$ cat src/rtl/axi_lite_cfg_master_if.sv
// Command port plus the five AXI4-Lite channels of the configuration master.
// The master modport is the DUT side; the slave modport is the command source / AXI slave side.
interface axi_lite_cfg_master_if #(
   parameter int ADDR_WIDTH = 32,
   parameter int DATA_WIDTH = 32
);
   logic                      i_cmd_valid;
   logic                      o_cmd_ready;
   logic                      i_cmd_write;
   logic [ADDR_WIDTH-1:0]     i_cmd_addr;
   logic [DATA_WIDTH-1:0]     i_cmd_wdata;
   logic [DATA_WIDTH/8-1:0]   i_cmd_wstrb;
   logic                      o_rsp_valid;
   logic [DATA_WIDTH-1:0]     o_rsp_rdata;
   logic [1:0]                o_rsp_resp;
   logic [ADDR_WIDTH-1:0]     o_awaddr;
   logic                      o_awvalid;
   logic                      i_awready;
   logic [DATA_WIDTH-1:0]     o_wdata;
   logic [DATA_WIDTH/8-1:0]   o_wstrb;
   logic                      o_wvalid;
   logic                      i_wready;
   logic                      i_bvalid;
   logic [1:0]                i_bresp;
   logic                      o_bready;
   logic [ADDR_WIDTH-1:0]     o_araddr;
   logic                      o_arvalid;
   logic                      i_arready;
   logic                      i_rvalid;
   logic [DATA_WIDTH-1:0]     i_rdata;
   logic [1:0]                i_rresp;
   logic                      o_rready;

   modport master (
      input  i_cmd_valid, i_cmd_write, i_cmd_addr, i_cmd_wdata, i_cmd_wstrb,
      output o_cmd_ready, o_rsp_valid, o_rsp_rdata, o_rsp_resp,
      output o_awaddr, o_awvalid, input i_awready,
      output o_wdata, o_wstrb, o_wvalid, input i_wready,
      input  i_bvalid, i_bresp, output o_bready,
      output o_araddr, o_arvalid, input i_arready,
      input  i_rvalid, i_rdata, i_rresp, output o_rready
   );

   modport slave (
      output i_cmd_valid, i_cmd_write, i_cmd_addr, i_cmd_wdata, i_cmd_wstrb,
      input  o_cmd_ready, o_rsp_valid, o_rsp_rdata, o_rsp_resp,
      input  o_awaddr, o_awvalid, output i_awready,
      input  o_wdata, o_wstrb, o_wvalid, output i_wready,
      output i_bvalid, i_bresp, input o_bready,
      input  o_araddr, o_arvalid, output i_arready,
      output i_rvalid, i_rdata, i_rresp, input o_rready
   );
endinterface

$ cat src/rtl/axi_lite_cfg_master.sv
// Single-outstanding AXI4-Lite master: one command in, one AXI-Lite transaction out,
// one-cycle response pulse back. A watchdog aborts transactions the slave never finishes.
module axi_lite_cfg_master #(
   parameter int ADDR_WIDTH     = 32,
   parameter int DATA_WIDTH     = 32,
   parameter int TIMEOUT_CYCLES = 256
) (
   input  logic                  i_aclk,
   input  logic                  i_areset,
   axi_lite_cfg_master_if.master bus
);
   localparam int STRB_W = DATA_WIDTH / 8;
   localparam int CNT_W  = $clog2(TIMEOUT_CYCLES) + 1;
   // Abort on the edge where the counter would reach TIMEOUT_CYCLES-1, so the
   // response pulse lands exactly TIMEOUT_CYCLES cycles after accept.
   localparam logic [CNT_W-1:0] CNT_LAST = CNT_W'(TIMEOUT_CYCLES - 2);

   typedef enum logic [2:0] {IDLE, WR_REQ, WR_RESP, RD_REQ, RD_DATA, DONE} state_t;

   state_t                  state_q, state_d;
   logic [CNT_W-1:0]        cnt_q, cnt_d;
   logic                    aw_done_q, aw_done_d;
   logic                    w_done_q, w_done_d;
   logic                    cmd_ready_q, cmd_ready_d;
   logic                    awvalid_q, awvalid_d;
   logic                    wvalid_q, wvalid_d;
   logic                    bready_q, bready_d;
   logic                    arvalid_q, arvalid_d;
   logic                    rready_q, rready_d;
   logic [ADDR_WIDTH-1:0]   addr_q, addr_d;
   logic [DATA_WIDTH-1:0]   wdata_q, wdata_d;
   logic [STRB_W-1:0]       wstrb_q, wstrb_d;
   logic                    rsp_valid_q, rsp_valid_d;
   logic [DATA_WIDTH-1:0]   rsp_rdata_q, rsp_rdata_d;
   logic [1:0]              rsp_resp_q, rsp_resp_d;
   logic                    active;
   logic                    timeout;

   always_comb begin
      state_d     = state_q;
      cnt_d       = cnt_q;
      aw_done_d   = aw_done_q;
      w_done_d    = w_done_q;
      cmd_ready_d = cmd_ready_q;
      awvalid_d   = awvalid_q;
      wvalid_d    = wvalid_q;
      bready_d    = bready_q;
      arvalid_d   = arvalid_q;
      rready_d    = rready_q;
      addr_d      = addr_q;
      wdata_d     = wdata_q;
      wstrb_d     = wstrb_q;
      rsp_valid_d = 1'b0;
      rsp_rdata_d = rsp_rdata_q;
      rsp_resp_d  = rsp_resp_q;

      active  = (state_q != IDLE) && (state_q != DONE);
      timeout = active && (cnt_q == CNT_LAST);
      if (active) cnt_d = cnt_q + CNT_W'(1);

      case (state_q)
         IDLE: begin
            if (bus.i_cmd_valid && cmd_ready_q) begin
               cmd_ready_d = 1'b0;
               cnt_d       = '0;
               aw_done_d   = 1'b0;
               w_done_d    = 1'b0;
               addr_d      = bus.i_cmd_addr;
               if (bus.i_cmd_write) begin
                  wdata_d   = bus.i_cmd_wdata;
                  wstrb_d   = bus.i_cmd_wstrb;
                  awvalid_d = 1'b1;
                  wvalid_d  = 1'b1;
                  state_d   = WR_REQ;
               end else begin
                  arvalid_d = 1'b1;
                  state_d   = RD_REQ;
               end
            end
         end
         WR_REQ: begin
            aw_done_d = aw_done_q | (awvalid_q & bus.i_awready);
            w_done_d  = w_done_q  | (wvalid_q  & bus.i_wready);
            awvalid_d = awvalid_q & ~bus.i_awready;
            wvalid_d  = wvalid_q  & ~bus.i_wready;
            if (aw_done_d && w_done_d) begin
               bready_d = 1'b1;
               state_d  = WR_RESP;
            end
         end
         WR_RESP: begin
            if (bus.i_bvalid) begin
               bready_d    = 1'b0;
               rsp_resp_d  = bus.i_bresp;
               rsp_rdata_d = '0;
               rsp_valid_d = 1'b1;
               state_d     = DONE;
            end
         end
         RD_REQ: begin
            if (bus.i_arready) begin
               arvalid_d = 1'b0;
               rready_d  = 1'b1;
               state_d   = RD_DATA;
            end
         end
         RD_DATA: begin
            if (bus.i_rvalid) begin
               rready_d    = 1'b0;
               rsp_resp_d  = bus.i_rresp;
               rsp_rdata_d = bus.i_rdata;
               rsp_valid_d = 1'b1;
               state_d     = DONE;
            end
         end
         DONE: begin
            cmd_ready_d = 1'b1;
            state_d     = IDLE;
         end
         default: begin
            cmd_ready_d = 1'b1;
            state_d     = IDLE;
         end
      endcase

      // A genuine completion on the timeout edge wins; otherwise the watchdog aborts.
      if (timeout && (state_d != DONE)) begin
         awvalid_d   = 1'b0;
         wvalid_d    = 1'b0;
         bready_d    = 1'b0;
         arvalid_d   = 1'b0;
         rready_d    = 1'b0;
         rsp_resp_d  = 2'b11;
         rsp_rdata_d = '0;
         rsp_valid_d = 1'b1;
         state_d     = DONE;
      end
   end

   always_ff @(posedge i_aclk) begin
      if (i_areset) begin
         state_q     <= IDLE;
         cnt_q       <= '0;
         aw_done_q   <= 1'b0;
         w_done_q    <= 1'b0;
         cmd_ready_q <= 1'b1;
         awvalid_q   <= 1'b0;
         wvalid_q    <= 1'b0;
         bready_q    <= 1'b0;
         arvalid_q   <= 1'b0;
         rready_q    <= 1'b0;
         addr_q      <= '0;
         wdata_q     <= '0;
         wstrb_q     <= '0;
         rsp_valid_q <= 1'b0;
         rsp_rdata_q <= '0;
         rsp_resp_q  <= 2'b00;
      end else begin
         state_q     <= state_d;
         cnt_q       <= cnt_d;
         aw_done_q   <= aw_done_d;
         w_done_q    <= w_done_d;
         cmd_ready_q <= cmd_ready_d;
         awvalid_q   <= awvalid_d;
         wvalid_q    <= wvalid_d;
         bready_q    <= bready_d;
         arvalid_q   <= arvalid_d;
         rready_q    <= rready_d;
         addr_q      <= addr_d;
         wdata_q     <= wdata_d;
         wstrb_q     <= wstrb_d;
         rsp_valid_q <= rsp_valid_d;
         rsp_rdata_q <= rsp_rdata_d;
         rsp_resp_q  <= rsp_resp_d;
      end
   end

   assign bus.o_cmd_ready = cmd_ready_q;
   assign bus.o_rsp_valid = rsp_valid_q;
   assign bus.o_rsp_rdata = rsp_rdata_q;
   assign bus.o_rsp_resp  = rsp_resp_q;
   assign bus.o_awaddr    = addr_q;
   assign bus.o_awvalid   = awvalid_q;
   assign bus.o_wdata     = wdata_q;
   assign bus.o_wstrb     = wstrb_q;
   assign bus.o_wvalid    = wvalid_q;
   assign bus.o_bready    = bready_q;
   assign bus.o_araddr    = addr_q;
   assign bus.o_arvalid   = arvalid_q;
   assign bus.o_rready    = rready_q;
endmodule

$ cat src/flat_wrapper.sv
// flat-port wrapper written by rule: the top's interface ports become plain ports
module axi_lite_cfg_master_flat 
#(
   parameter int ADDR_WIDTH     = 32,
   parameter int DATA_WIDTH     = 32,
   parameter int TIMEOUT_CYCLES = 256
)
  (i_aclk, i_areset, bus_i_cmd_valid, bus_i_cmd_write, bus_i_cmd_addr, bus_i_cmd_wdata, bus_i_cmd_wstrb, bus_o_cmd_ready, bus_o_rsp_valid, bus_o_rsp_rdata, bus_o_rsp_resp, bus_o_awaddr, bus_o_awvalid, bus_i_awready, bus_o_wdata, bus_o_wstrb, bus_o_wvalid, bus_i_wready, bus_i_bvalid, bus_i_bresp, bus_o_bready, bus_o_araddr, bus_o_arvalid, bus_i_arready, bus_i_rvalid, bus_i_rdata, bus_i_rresp, bus_o_rready);
  axi_lite_cfg_master_if #(.ADDR_WIDTH(ADDR_WIDTH), .DATA_WIDTH(DATA_WIDTH)) bus_i ();
  input  logic i_aclk;
  input  logic i_areset;
  input wire logic [$bits(bus_i.i_cmd_valid)-1:0] bus_i_cmd_valid;
  input wire logic [$bits(bus_i.i_cmd_write)-1:0] bus_i_cmd_write;
  input wire logic [$bits(bus_i.i_cmd_addr)-1:0] bus_i_cmd_addr;
  input wire logic [$bits(bus_i.i_cmd_wdata)-1:0] bus_i_cmd_wdata;
  input wire logic [$bits(bus_i.i_cmd_wstrb)-1:0] bus_i_cmd_wstrb;
  output wire logic [$bits(bus_i.o_cmd_ready)-1:0] bus_o_cmd_ready;
  output wire logic [$bits(bus_i.o_rsp_valid)-1:0] bus_o_rsp_valid;
  output wire logic [$bits(bus_i.o_rsp_rdata)-1:0] bus_o_rsp_rdata;
  output wire logic [$bits(bus_i.o_rsp_resp)-1:0] bus_o_rsp_resp;
  output wire logic [$bits(bus_i.o_awaddr)-1:0] bus_o_awaddr;
  output wire logic [$bits(bus_i.o_awvalid)-1:0] bus_o_awvalid;
  input wire logic [$bits(bus_i.i_awready)-1:0] bus_i_awready;
  output wire logic [$bits(bus_i.o_wdata)-1:0] bus_o_wdata;
  output wire logic [$bits(bus_i.o_wstrb)-1:0] bus_o_wstrb;
  output wire logic [$bits(bus_i.o_wvalid)-1:0] bus_o_wvalid;
  input wire logic [$bits(bus_i.i_wready)-1:0] bus_i_wready;
  input wire logic [$bits(bus_i.i_bvalid)-1:0] bus_i_bvalid;
  input wire logic [$bits(bus_i.i_bresp)-1:0] bus_i_bresp;
  output wire logic [$bits(bus_i.o_bready)-1:0] bus_o_bready;
  output wire logic [$bits(bus_i.o_araddr)-1:0] bus_o_araddr;
  output wire logic [$bits(bus_i.o_arvalid)-1:0] bus_o_arvalid;
  input wire logic [$bits(bus_i.i_arready)-1:0] bus_i_arready;
  input wire logic [$bits(bus_i.i_rvalid)-1:0] bus_i_rvalid;
  input wire logic [$bits(bus_i.i_rdata)-1:0] bus_i_rdata;
  input wire logic [$bits(bus_i.i_rresp)-1:0] bus_i_rresp;
  output wire logic [$bits(bus_i.o_rready)-1:0] bus_o_rready;
  assign bus_i.i_cmd_valid = bus_i_cmd_valid;
  assign bus_i.i_cmd_write = bus_i_cmd_write;
  assign bus_i.i_cmd_addr = bus_i_cmd_addr;
  assign bus_i.i_cmd_wdata = bus_i_cmd_wdata;
  assign bus_i.i_cmd_wstrb = bus_i_cmd_wstrb;
  assign bus_o_cmd_ready = bus_i.o_cmd_ready;
  assign bus_o_rsp_valid = bus_i.o_rsp_valid;
  assign bus_o_rsp_rdata = bus_i.o_rsp_rdata;
  assign bus_o_rsp_resp = bus_i.o_rsp_resp;
  assign bus_o_awaddr = bus_i.o_awaddr;
  assign bus_o_awvalid = bus_i.o_awvalid;
  assign bus_i.i_awready = bus_i_awready;
  assign bus_o_wdata = bus_i.o_wdata;
  assign bus_o_wstrb = bus_i.o_wstrb;
  assign bus_o_wvalid = bus_i.o_wvalid;
  assign bus_i.i_wready = bus_i_wready;
  assign bus_i.i_bvalid = bus_i_bvalid;
  assign bus_i.i_bresp = bus_i_bresp;
  assign bus_o_bready = bus_i.o_bready;
  assign bus_o_araddr = bus_i.o_araddr;
  assign bus_o_arvalid = bus_i.o_arvalid;
  assign bus_i.i_arready = bus_i_arready;
  assign bus_i.i_rvalid = bus_i_rvalid;
  assign bus_i.i_rdata = bus_i_rdata;
  assign bus_i.i_rresp = bus_i_rresp;
  assign bus_o_rready = bus_i.o_rready;
  axi_lite_cfg_master #(.ADDR_WIDTH(ADDR_WIDTH), .DATA_WIDTH(DATA_WIDTH), .TIMEOUT_CYCLES(TIMEOUT_CYCLES)) u_core (.i_aclk(i_aclk), .i_areset(i_areset), .bus(bus_i));
endmodule
$ cat config.mk
export PLATFORM = sky130hd
export DESIGN_NAME = axi_lite_cfg_master_flat
export DESIGN_NICKNAME = d
export VERILOG_FILES = /design/src/rtl/axi_lite_cfg_master_if.sv /design/src/rtl/axi_lite_cfg_master.sv /design/src/flat_wrapper.sv
export SDC_FILE = /design/constraint.sdc
export NUM_CORES = 1
export LEC_CHECK = 0
export CORE_UTILIZATION = 38
export DETAILED_ROUTE_END_ITERATION = 16
export PLACE_DENSITY = 0.75
export SLEW_MARGIN = 20
export SYNTH_ARGS = -nofsm -noshare
export SYNTH_HDL_FRONTEND = slang
export SYNTH_SLANG_ARGS = --single-unit
$ cat constraint.sdc
create_clock -name i_aclk -period 2.45 [get_ports i_aclk]
set_clock_uncertainty 0.15 [all_clocks]
set_input_delay 0.245 -clock i_aclk [delete_from_list [all_inputs] [get_ports i_aclk]]
set_output_delay 0.245 -clock i_aclk [all_outputs]
set_load 0.01 [all_outputs]
==> flow_summary.yaml <==
worst_hold_path:
  hp-class: "in -> reg"
grt:
  grt_antenna_before_repair: 0
  grt_usage: 0.2190
  grt_pass1_vias: 4592
  grt_first_pass_wirelength_mm: 22.24
  grt_max_degree: 39
  grt_overflow: 0
timing:
  rsz0062_at_grt: "no"
  setup_viol: 0
  relSlewSlack: 0.5794
  min_period_ps: 2127
  holdWs_ps: 18.91
  period_share: 0.8681
  tns_ps: 0
  finalHoldViolations: 0
  worstMarginPinSlew_ps: 624.4
  max_freq_mhz: 470.2
  slew_violations: 0
  worst_slack_ps: 323.2
setup_path:
  cp.arrival_ps: 2270
  cp_max_fo: 32
  cp-end-kind: "flop"
  crit_path_start_kind: "flop"
  crit_type: "reg -> reg"
  cp.required_ps: 2590
floorplan:
  start_util: 0.3886
  dieArea_um2: 13310
  rows: 41
  dieHeight_um: 115.4
  die_w_um: 115.4
  core_area_um2: 12570
  io_pins: 254
yosys:
  synth_area_leader_cell: "dfxtp_1"
  avgSynthCellArea_um2: 8.112
  seq_area_frac_synth: 0.5042
  synth_cells: 602
  synthDistinctLibCells: 45
  syn-cell-area_um2: 4883
  yosys.area.top_type_share: 0.5042
  syn_nets: 717
  yosysWarnings: 0
  synth_seq_cells: 123
  synth_ff_type: "dfxtp_1"
  synth-async-reset-ratio: 0
  synth-edff-count: 0
  ys_top_cells_by_area: "dfxtp_1 (50%), nand2_1 (14%), a21oi_1 (11%)"
place:
  dp_cells: 967
  io_buffers: 253
  routabilityCongestion: 0.8022
  place_hpwl_mm: 10.82
  pre_cts_ws_ps: 271.7
clock_tree:
  cts_buffer_depth: 2
  cts_tree: "built"
  clock-sinks: 123
  insertion_delay_ps: 410
  path_clk_slew_ps: 50
  cts_setup_buffers: 0
  htreeDepth: 4
  cts.repair.resized: 0
  cts_hold_buffers: 0
  root_buffer: "clkbuf_16"
  cts_buffers: 17
drt:
  wl_mm: 14.76
  wire_per_inst_um: 14.81
  drc: 0
  avgViaCountPerCell: 4.903
  dr.pass1.iters: 5
  drtIter0Drc: 339
  vias: 4888
  ant_nets: 0
power:
  leakagePower_nw: 2.783
  vdd_drop_max_v: 0.0004366
  p_per_area_nw_per_um2: 704.7
  power_mw: 5.552
cells_and_area:
  stdcell_count: 997
  num_antenna_cells: 0
  fill_cells: 1088
  area_growth_pct: 61.34
  mostFrequentLayoutCells: "clkdlybuf4s50_1 (252), nand2_1 (176), dfxtp_1 (123), a21oi_1 (111), nand3_1 (34)"
  layout_commonest_cell: "clkdlybuf4s50_1"
  finalNetCount: 929
  drive_above_1_share: 0.06182
job:
  cap_violations: 0
status:
  status: "completed"
critical path: stages (launching register included):
cell and delay, ps:
dfxtp_1 600, and4bb_1 320, o21bai_2 330, o21bai_4 320
buf_12 220, a21oi_1 70
flip-flops by register name, summed over array words and instances (netlist names):
signal                  cells
u_core.bus.o_araddr        32
u_core.bus.o_rsp_rdata     32
u_core.bus.o_wdata         32
u_core.cnt_q                9
u_core.bus.o_wstrb          4
u_core.state_q              3
u_core.bus.o_rsp_resp       2
u_core.aw_done_q            1
u_core.bus.o_arvalid        1
u_core.bus.o_awvalid        1
u_core.bus.o_bready         1
u_core.bus.o_cmd_ready      1
u_core.bus.o_rready         1
u_core.bus.o_rsp_valid      1
u_core.bus.o_wvalid         1
u_core.w_done_q             1
Yosys cell counts, types with 2 or more instances:
cell      number
a221oi_1       2
nand2_1      176
and3_1         3
nand3_1       34
a211oi_1       2
nor2_1        21
dfxtp_1      123
xor2_1         4
a21oi_1      111
buf_1          2
o21ai_0        7
inv_1          5
a32oi_1        2
buf_4         37
clkbuf_1      17
ha_1           2
buf_2         18
nor2b_1        2
o31ai_1        2
o211ai_1       3
and2_1         3
mux2i_1        3
report_power, final:
part           switching [mW]  total, mW  leakage (nW)  internal [mW]
Sequential             0.0933       2.21         0.999           2.12
Combinational           0.452      0.983          1.51          0.531
Clock                   0.836       2.36         0.278           1.52
kinds of logic after synthesis:
| group | count (synthesis) | share of synthesized area |
|---|---|---|
| flip-flops | 123 | 0.5042 |
| adder cells (fa/ha/maj) | 2 | 0.005123 |
| multiplexers | 3 | 0.006149 |
| buffers and inverters | 79 | 0.09378 |
| XOR/XNOR | 6 | 0.01460 |
| AO/OA/AOI/OAI | 140 | 0.1632 |
| AND/OR/NAND/NOR | 249 | 0.2129 |
final cells by class:
type | count | area (um^2) | share of cell area
Timing Repair Buffer | 267 | 2658 | 0.3373
Sequential cell | 123 | 2462 | 0.3125
Multi-Input combinational cell | 400 | 1967 | 0.2496
Clock buffer | 21 | 460.4 | 0.05844
Tap cell | 172 | 215.2 | 0.02731
Clock inverter | 9 | 97.59 | 0.01239
Inverter | 5 | 18.77 | 0.002382
path summary, 6_finish.rpt:
path                                           from                                       to  slack (ps)  depth (start not counted)
max                    u_core.state_q[2]$_SDFF_PP0_  u_core.bus.o_rsp_rdata[15]$_SDFFE_PP0P_         320                          5
min reg2reg  u_core.bus.o_rsp_rdata[5]$_SDFFE_PP0P_   u_core.bus.o_rsp_rdata[5]$_SDFFE_PP0P_         300                          2
max reg2reg            u_core.state_q[2]$_SDFF_PP0_  u_core.bus.o_rsp_rdata[15]$_SDFFE_PP0P_         320                          5
min                                        i_areset             u_core.w_done_q$_SDFFE_PP0P_          20                          2
stage by stage:
stage	instance area [um^2]	util
CTS	7879	0.6269
detailed placement	7321	0.5825
finish	7879	0.6269
global placement	7321	0.5825
global route	7879	0.6269
floorplan	4883	-
metal layers:
layer,track usage,share of wire
met5,0,0
met4,0.09177,0.014
met3,0.08276,0.092
met2,0.3828,0.51
met1,0.2367,0.39
Note: power is estimated with default switching activity, not from simulation.
